### config.mk
export PLATFORM = sky130hd
export DESIGN_NAME = seg_pattern_reader_flat
export DESIGN_NICKNAME = d
export VERILOG_FILES = /design/src/rtl/seg_pattern_reader_if.sv /design/src/rtl/seg_pattern_reader.sv /design/src/flat_wrapper.sv
export SDC_FILE = /design/constraint.sdc
export NUM_CORES = 1
export LEC_CHECK = 0
export ABC_AREA = 1
export CAP_MARGIN = 20
export CORE_MARGIN = 2
export CORE_UTILIZATION = 40
export CTS_CLUSTER_DIAMETER = 30
export DETAILED_ROUTE_END_ITERATION = 10
export GPL_ROUTABILITY_DRIVEN = 0
export PLACE_DENSITY = 0.7
export SLEW_MARGIN = 5
export SYNTH_ARGS = -nofsm -noshare
export SYNTH_HDL_FRONTEND = slang
export SYNTH_SLANG_ARGS = --single-unit
### constraint.sdc
create_clock -name clock -period 1.3 [get_ports clock]
set_input_delay 0.26 -clock clock [delete_from_list [all_inputs] [get_ports clock]]
set_output_delay 0.26 -clock clock [all_outputs]
set_load 0.02 [all_outputs]
### src/rtl/seg_pattern_reader_if.sv
// Result handshake bundle for seg_pattern_reader: decoded digit, error flag and
// accepted-digit history leave on out_valid/out_ready.
interface seg_pattern_reader_if;
    logic        out_valid;
    logic        out_ready;
    logic [3:0]  out_value;
    logic        out_err;
    logic [15:0] history;

    modport master (
        output out_valid,
        output out_value,
        output out_err,
        output history,
        input  out_ready
    );

    modport slave (
        input  out_valid,
        input  out_value,
        input  out_err,
        input  history,
        output out_ready
    );
endinterface

### src/rtl/seg_pattern_reader.sv
// Recovers a hex digit from a deglitched active-low 7-segment pattern and reports it
// once per displayed glyph. Define SEG_HISTORY_EN to keep the last four accepted digits.
module seg_pattern_reader #(
    parameter int STABLE_CYCLES = 4
) (
    input  logic                  clock,
    input  logic                  reset,
    input  logic [6:0]            seg_in,
    seg_pattern_reader_if.master  bus
);

    localparam int              CW       = $clog2(STABLE_CYCLES + 1);
    localparam logic [6:0]      BLANK    = 7'h7F;
    localparam logic [CW-1:0]   CNT_MAX  = CW'(STABLE_CYCLES);
    localparam logic [CW-1:0]   CNT_ONE  = CW'(1);

    typedef enum logic [1:0] {IDLE, SETTLE, PRESENT, WAIT_CHANGE} state_t;

    state_t        state, state_d;
    logic [6:0]    seg_q;
    logic [6:0]    pat, pat_d;
    logic [CW-1:0] cnt, cnt_d;
    logic          valid_q, valid_d;
    logic [3:0]    value_q, value_d;
    logic          err_q, err_d;
    logic          accept;

    // Returns {illegal, digit}; illegal glyphs decode to digit 0.
    function automatic logic [4:0] decode(input logic [6:0] s);
        logic [4:0] r;
        case (s)
            7'h40:   r = {1'b0, 4'h0};
            7'h79:   r = {1'b0, 4'h1};
            7'h24:   r = {1'b0, 4'h2};
            7'h30:   r = {1'b0, 4'h3};
            7'h19:   r = {1'b0, 4'h4};
            7'h12:   r = {1'b0, 4'h5};
            7'h02:   r = {1'b0, 4'h6};
            7'h78:   r = {1'b0, 4'h7};
            7'h00:   r = {1'b0, 4'h8};
            7'h10:   r = {1'b0, 4'h9};
            7'h08:   r = {1'b0, 4'hA};
            7'h03:   r = {1'b0, 4'hB};
            7'h46:   r = {1'b0, 4'hC};
            7'h21:   r = {1'b0, 4'hD};
            7'h06:   r = {1'b0, 4'hE};
            7'h0E:   r = {1'b0, 4'hF};
            default: r = {1'b1, 4'h0};
        endcase
        return r;
    endfunction

    assign accept = valid_q & bus.out_ready;

    always_comb begin
        // NOTE: every next-state value gets a default first so no path infers a latch.
        state_d = state;
        pat_d   = pat;
        cnt_d   = cnt;
        valid_d = valid_q;
        value_d = value_q;
        err_d   = err_q;
        case (state)
            IDLE: begin
                if (seg_q != BLANK) begin
                    pat_d   = seg_q;
                    cnt_d   = CNT_ONE;
                    state_d = SETTLE;
                end
            end
            SETTLE: begin
                if (seg_q == BLANK) begin
                    pat_d   = BLANK;
                    cnt_d   = '0;
                    state_d = IDLE;
                end else if (seg_q != pat) begin
                    pat_d = seg_q;
                    cnt_d = CNT_ONE;
                end else if (cnt == CNT_MAX) begin
                    {err_d, value_d} = decode(pat);
                    valid_d          = 1'b1;
                    state_d          = PRESENT;
                end else begin
                    cnt_d = cnt + CNT_ONE;
                end
            end
            PRESENT: begin
                // Result is frozen here; segment changes wait for WAIT_CHANGE.
                if (accept) begin
                    valid_d = 1'b0;
                    state_d = WAIT_CHANGE;
                end
            end
            WAIT_CHANGE: begin
                if (seg_q == BLANK) begin
                    pat_d   = BLANK;
                    cnt_d   = '0;
                    state_d = IDLE;
                end else if (seg_q != pat) begin
                    pat_d   = seg_q;
                    cnt_d   = CNT_ONE;
                    state_d = SETTLE;
                end
            end
            default: state_d = IDLE;
        endcase
    end

    // NOTE: sequential state uses non-blocking assignments so all registers update together.
    always_ff @(posedge clock) begin
        if (reset) begin
            state   <= IDLE;
            seg_q   <= BLANK;
            pat     <= BLANK;
            cnt     <= '0;
            valid_q <= 1'b0;
            value_q <= 4'h0;
            err_q   <= 1'b0;
        end else begin
            state   <= state_d;
            seg_q   <= seg_in;
            pat     <= pat_d;
            cnt     <= cnt_d;
            valid_q <= valid_d;
            value_q <= value_d;
            err_q   <= err_d;
        end
    end

    assign bus.out_valid = valid_q;
    assign bus.out_value = value_q;
    assign bus.out_err   = err_q;

`ifdef SEG_HISTORY_EN
    logic [15:0] hist;

    // Only legal digits that the consumer actually took enter the history.
    always_ff @(posedge clock) begin
        if (reset) begin
            hist <= 16'h0000;
        end else if (accept && !err_q) begin
            hist <= {hist[11:0], value_q};
        end
    end

    assign bus.history = hist;
`else
    assign bus.history = 16'h0000;
`endif

endmodule

### src/flat_wrapper.sv
// flat-port wrapper written by rule: the top's interface ports become plain ports
module seg_pattern_reader_flat 
#(
    parameter int STABLE_CYCLES = 4
)
  (clock, reset, seg_in, bus_out_valid, bus_out_value, bus_out_err, bus_history, bus_out_ready);
  seg_pattern_reader_if bus_i ();
  input  logic clock;
  input  logic reset;
  input  logic [6:0] seg_in;
  output wire logic [$bits(bus_i.out_valid)-1:0] bus_out_valid;
  output wire logic [$bits(bus_i.out_value)-1:0] bus_out_value;
  output wire logic [$bits(bus_i.out_err)-1:0] bus_out_err;
  output wire logic [$bits(bus_i.history)-1:0] bus_history;
  input wire logic [$bits(bus_i.out_ready)-1:0] bus_out_ready;
  assign bus_out_valid = bus_i.out_valid;
  assign bus_out_value = bus_i.out_value;
  assign bus_out_err = bus_i.out_err;
  assign bus_history = bus_i.history;
  assign bus_i.out_ready = bus_out_ready;
  seg_pattern_reader #(.STABLE_CYCLES(STABLE_CYCLES)) u_core (.clock(clock), .reset(reset), .seg_in(seg_in), .bus(bus_i));
endmodule
==> summary.md, run 1 <==
| Metric | Value |
|---|---|
| Gate Count Post-Synth | `256` |
| Post-Route WL | `4419 um` |
| # H-tree levels | `1` |
| Crit end category | `register` |
| Buffer and inverter count on the worst path | `2` |
| Routed wire length per instance | `12.11 um` |
| CTS Hold Bufs | `0` |
| Antenna-violating nets left | `0` |
| Filler cell count | `362` |
| Height of the die | `68.94 um` |
| Area Growth Syn to Fin | `48.44%` |
| CP peak stage delay | `0.32 ns` |
| Total power | `2017 uW` |
| Peak VDD IR | `0.0007672 V` |
| Clock transition at path regs | `0.09 ns` |
| Die area | `0.004752 mm2` |
| Fin crit period | `1.439 ns` |
| Leak | `0.001249 uW` |
| Critical-path cell list | `inv_1, ha_1, nand2_1, nor2_4, inv_2, nor2_4, o21ai_1, a21oi_1` |
| Die Width | `68.94 um` |
| Switching pwr | `709.6 uW` |
| DP Wirelength | `2923 um` |
| Final setup viols | `16` |
| Initial Util | `41.86%` |
| Crit-path leading delay family | `simple AND/OR/NAND/NOR gates` |
| Run status | `complete, but fails checks` |
| Worst skew pair latency | `0.28 ns` |
| Clock Skew | `0.003075 ns` |
| Final Hold Vio Count | `0` |
| First-pass GRT wire length | `6817 um` |
| Fmax | `695.0 MHz` |
| Post-Route Utilization | `62.14%` |
| Total grt overflow | `0` |
| Fin. max-slew vios | `0` |
| Crit path kind | `register to register` |
| Largest net degree at the start of global routing | `15` |
| Core area | `0.004029 mm2` |
| Max Cap Viol | `0` |
| Worst path most repeated cell | `nor2_4` |
| Pre-antenna DRT Iters | `4` |
| Post-Synthesis Cell Area | `0.001687 mm2` |
| Initial antenna violation count | `0` |
| Max stage delay cell, worst path | `dfxtp_1` |
| Int Pwr | `1307 uW` |
| CTS root buf | `clkbuf_8` |
| Initial drt markers | `99` |
| Most used DFF post-synth | `dfxtp_1` |
| Worst setup SP type | `register` |
| Via count | `1776` |
| Ratio of final minimum period to clock period | `110.7%` |
| Total CTS buffers | `3` |
| Post-synth EDFFs | `0` |
| CTS tree | `built` |
| Gr usage total | `19.72%` |
| Clk network pwr share | `24.0%` |
| Vias in the first global route | `1577` |
| Layout cells sized above 1 | `45.71%` |
| Antenna diodes | `0` |
| Via density | `4.866` |
| Max Buffers Root-to-Sink | `2` |
| Most frequent cells in the layout | `42 x nand2_1, 42 x buf_4, 23 x nor2_1` |
| Asr flop ratio synth | `0%` |
| Yosys warnings | `0` |
| Req. time, crit path | `1.52 ns` |
| RSZ-0062 raised after global routing | `yes` |
| Critical Path Fanout Max | `6` |
| # clock sinks | `25` |
| Post-route DRC | `0` |
| Switching share of power | `35.18%` |
| Crit path DAT | `1.66 ns` |
| Nets | `328` |
| Yosys cell types | `33` |
| # port buffers | `15` |
| Register bit total from synthesis | `25` |
| Setup_tns | `-1.499 ns` |
| Final setup margin | `-0.1388 ns` |
| Row count | `23` |
| I/O pin total | `32` |
| Seq/Total Area, Yosys | `29.67%` |
| Combinational power share | `33.3%` |
| Sequential power share | `42.7%` |
| Hold Path Class | `register to register` |
| Synthesized area per cell | `6.588 um2` |
| Failing checks | `setup timing` |
| Power Dens Cells | `805.6 mW/mm2` |
layer usage:
metal / wire (um) / GRT usage, %
met5: 0 / 0
met4: 140 / 8.824
met3: 174 / 3.571
met2: 2363 / 36.30
met1: 1740 / 21.88
tightest hold or removal path, stage by stage (launching register included):
cell and delay, ns:
dfxtp_1 0.32, nand2_1 0.06, a21oi_1 0.05
final cells by class:
class	count	area, um2	area share (%)
Clock inverter	1	5.005	0.1999
Tap cell	50	62.56	2.499
Multi-Input combinational cell	192	1227	49.03
Timing Repair Buffer	60	493.0	19.69
Clock buffer	3	41.29	1.649
Inverter	34	135.1	5.397
Sequential cell	25	539.3	21.54
worst paths after layout:
| path | start | end | slack (ns) | depth (start not counted) |
|---|---|---|---|---|
| setup / recovery | u_core.cnt[1] | u_core.bus.out_value[0] | -0.14 | 8 |
| hold / removal | u_core.bus.out_value[0] | u_core.bus.out_value[0] | 0.46 | 2 |
| hold reg to reg | u_core.bus.out_value[0] | u_core.bus.out_value[0] | 0.46 | 2 |
| setup reg to reg | u_core.cnt[1] | u_core.bus.out_value[0] | -0.14 | 8 |
kinds of logic after synthesis:
| family | Yosys count | share of synthesized area, % |
|---|---|---|
| other | 1 | 0.2223 |
| AO/OA/AOI/OAI | 27 | 10.24 |
| buffers and inverters | 55 | 16.54 |
| flip-flops | 25 | 29.67 |
| AND/OR/NAND/NOR | 144 | 40.80 |
| XOR/XNOR | 2 | 1.039 |
| adder cells (fa/ha/maj) | 2 | 1.483 |
sequential cells by signal, indices dropped and copies added (netlist names), named ones only:
name                  count
u_core.pat                7
u_core.seg_q              7
u_core.bus.out_value      4
u_core.cnt                3
u_core.bus.out_err        1
u_core.bus.out_valid      1
u_core.state              1
cells in the mapped netlist, drive strengths merged (2+ instances only):
cell / count / area share, %
buf: 19 / 8.5
nor2: 38 / 11
nand3: 22 / 7.9
a21oi: 10 / 3.0
nor3: 3 / 0.89
nand2: 68 / 16
clkbuf: 2 / 0.45
or2: 7 / 2.6
dfxtp: 25 / 30
o211ai: 6 / 3.6
xnor2: 2 / 1.0
o21ai: 7 / 2.1
ha: 2 / 1.5
inv: 34 / 7.6
nand4: 5 / 1.9
what timing repair did:
item / in CTS / in global routing
pin swaps: 21 / 19
gates cloned: 0 / 1
gates resized for setup: 63 / 34
endpoints found under the setup margin: 23 / 19
buffers inserted: 4 / 3
stage by stage:
step                setup slack (ns)  cell area (um2)  cells  hold slack [ns]
floorplan                   -0.06046             1769    271           0.3638
global placement             -0.1545             2106    353           0.4517
detailed placement           -0.1742             2106    353           0.4487
CTS                         -0.08971             2364    361           0.4605
global route                 -0.2469             2504    365           0.4759
finish                       -0.1388             2504    365           0.4598
power by group through the flow:
stage | sequential, uW | combinational, uW | clock [uW]
after floorplan | 862 | 377 | 0
after global placement | 863 | 501 | 0
after detailed placement | 865 | 508 | 0
after CTS | 857 | 598 | 507
after global routing | 867 | 733 | 521
final | 860 | 672 | 484
No activity file was read; power rests on OpenSTA's default activity.
==> inputs of run 2 (changes only) <==
CAP_MARGIN = 25   (was 20)
SLEW_MARGIN = unset   (was 5)
==> results of run 2 <==
Same layout as run 1: the final DEF is identical, and so are final timing and power.
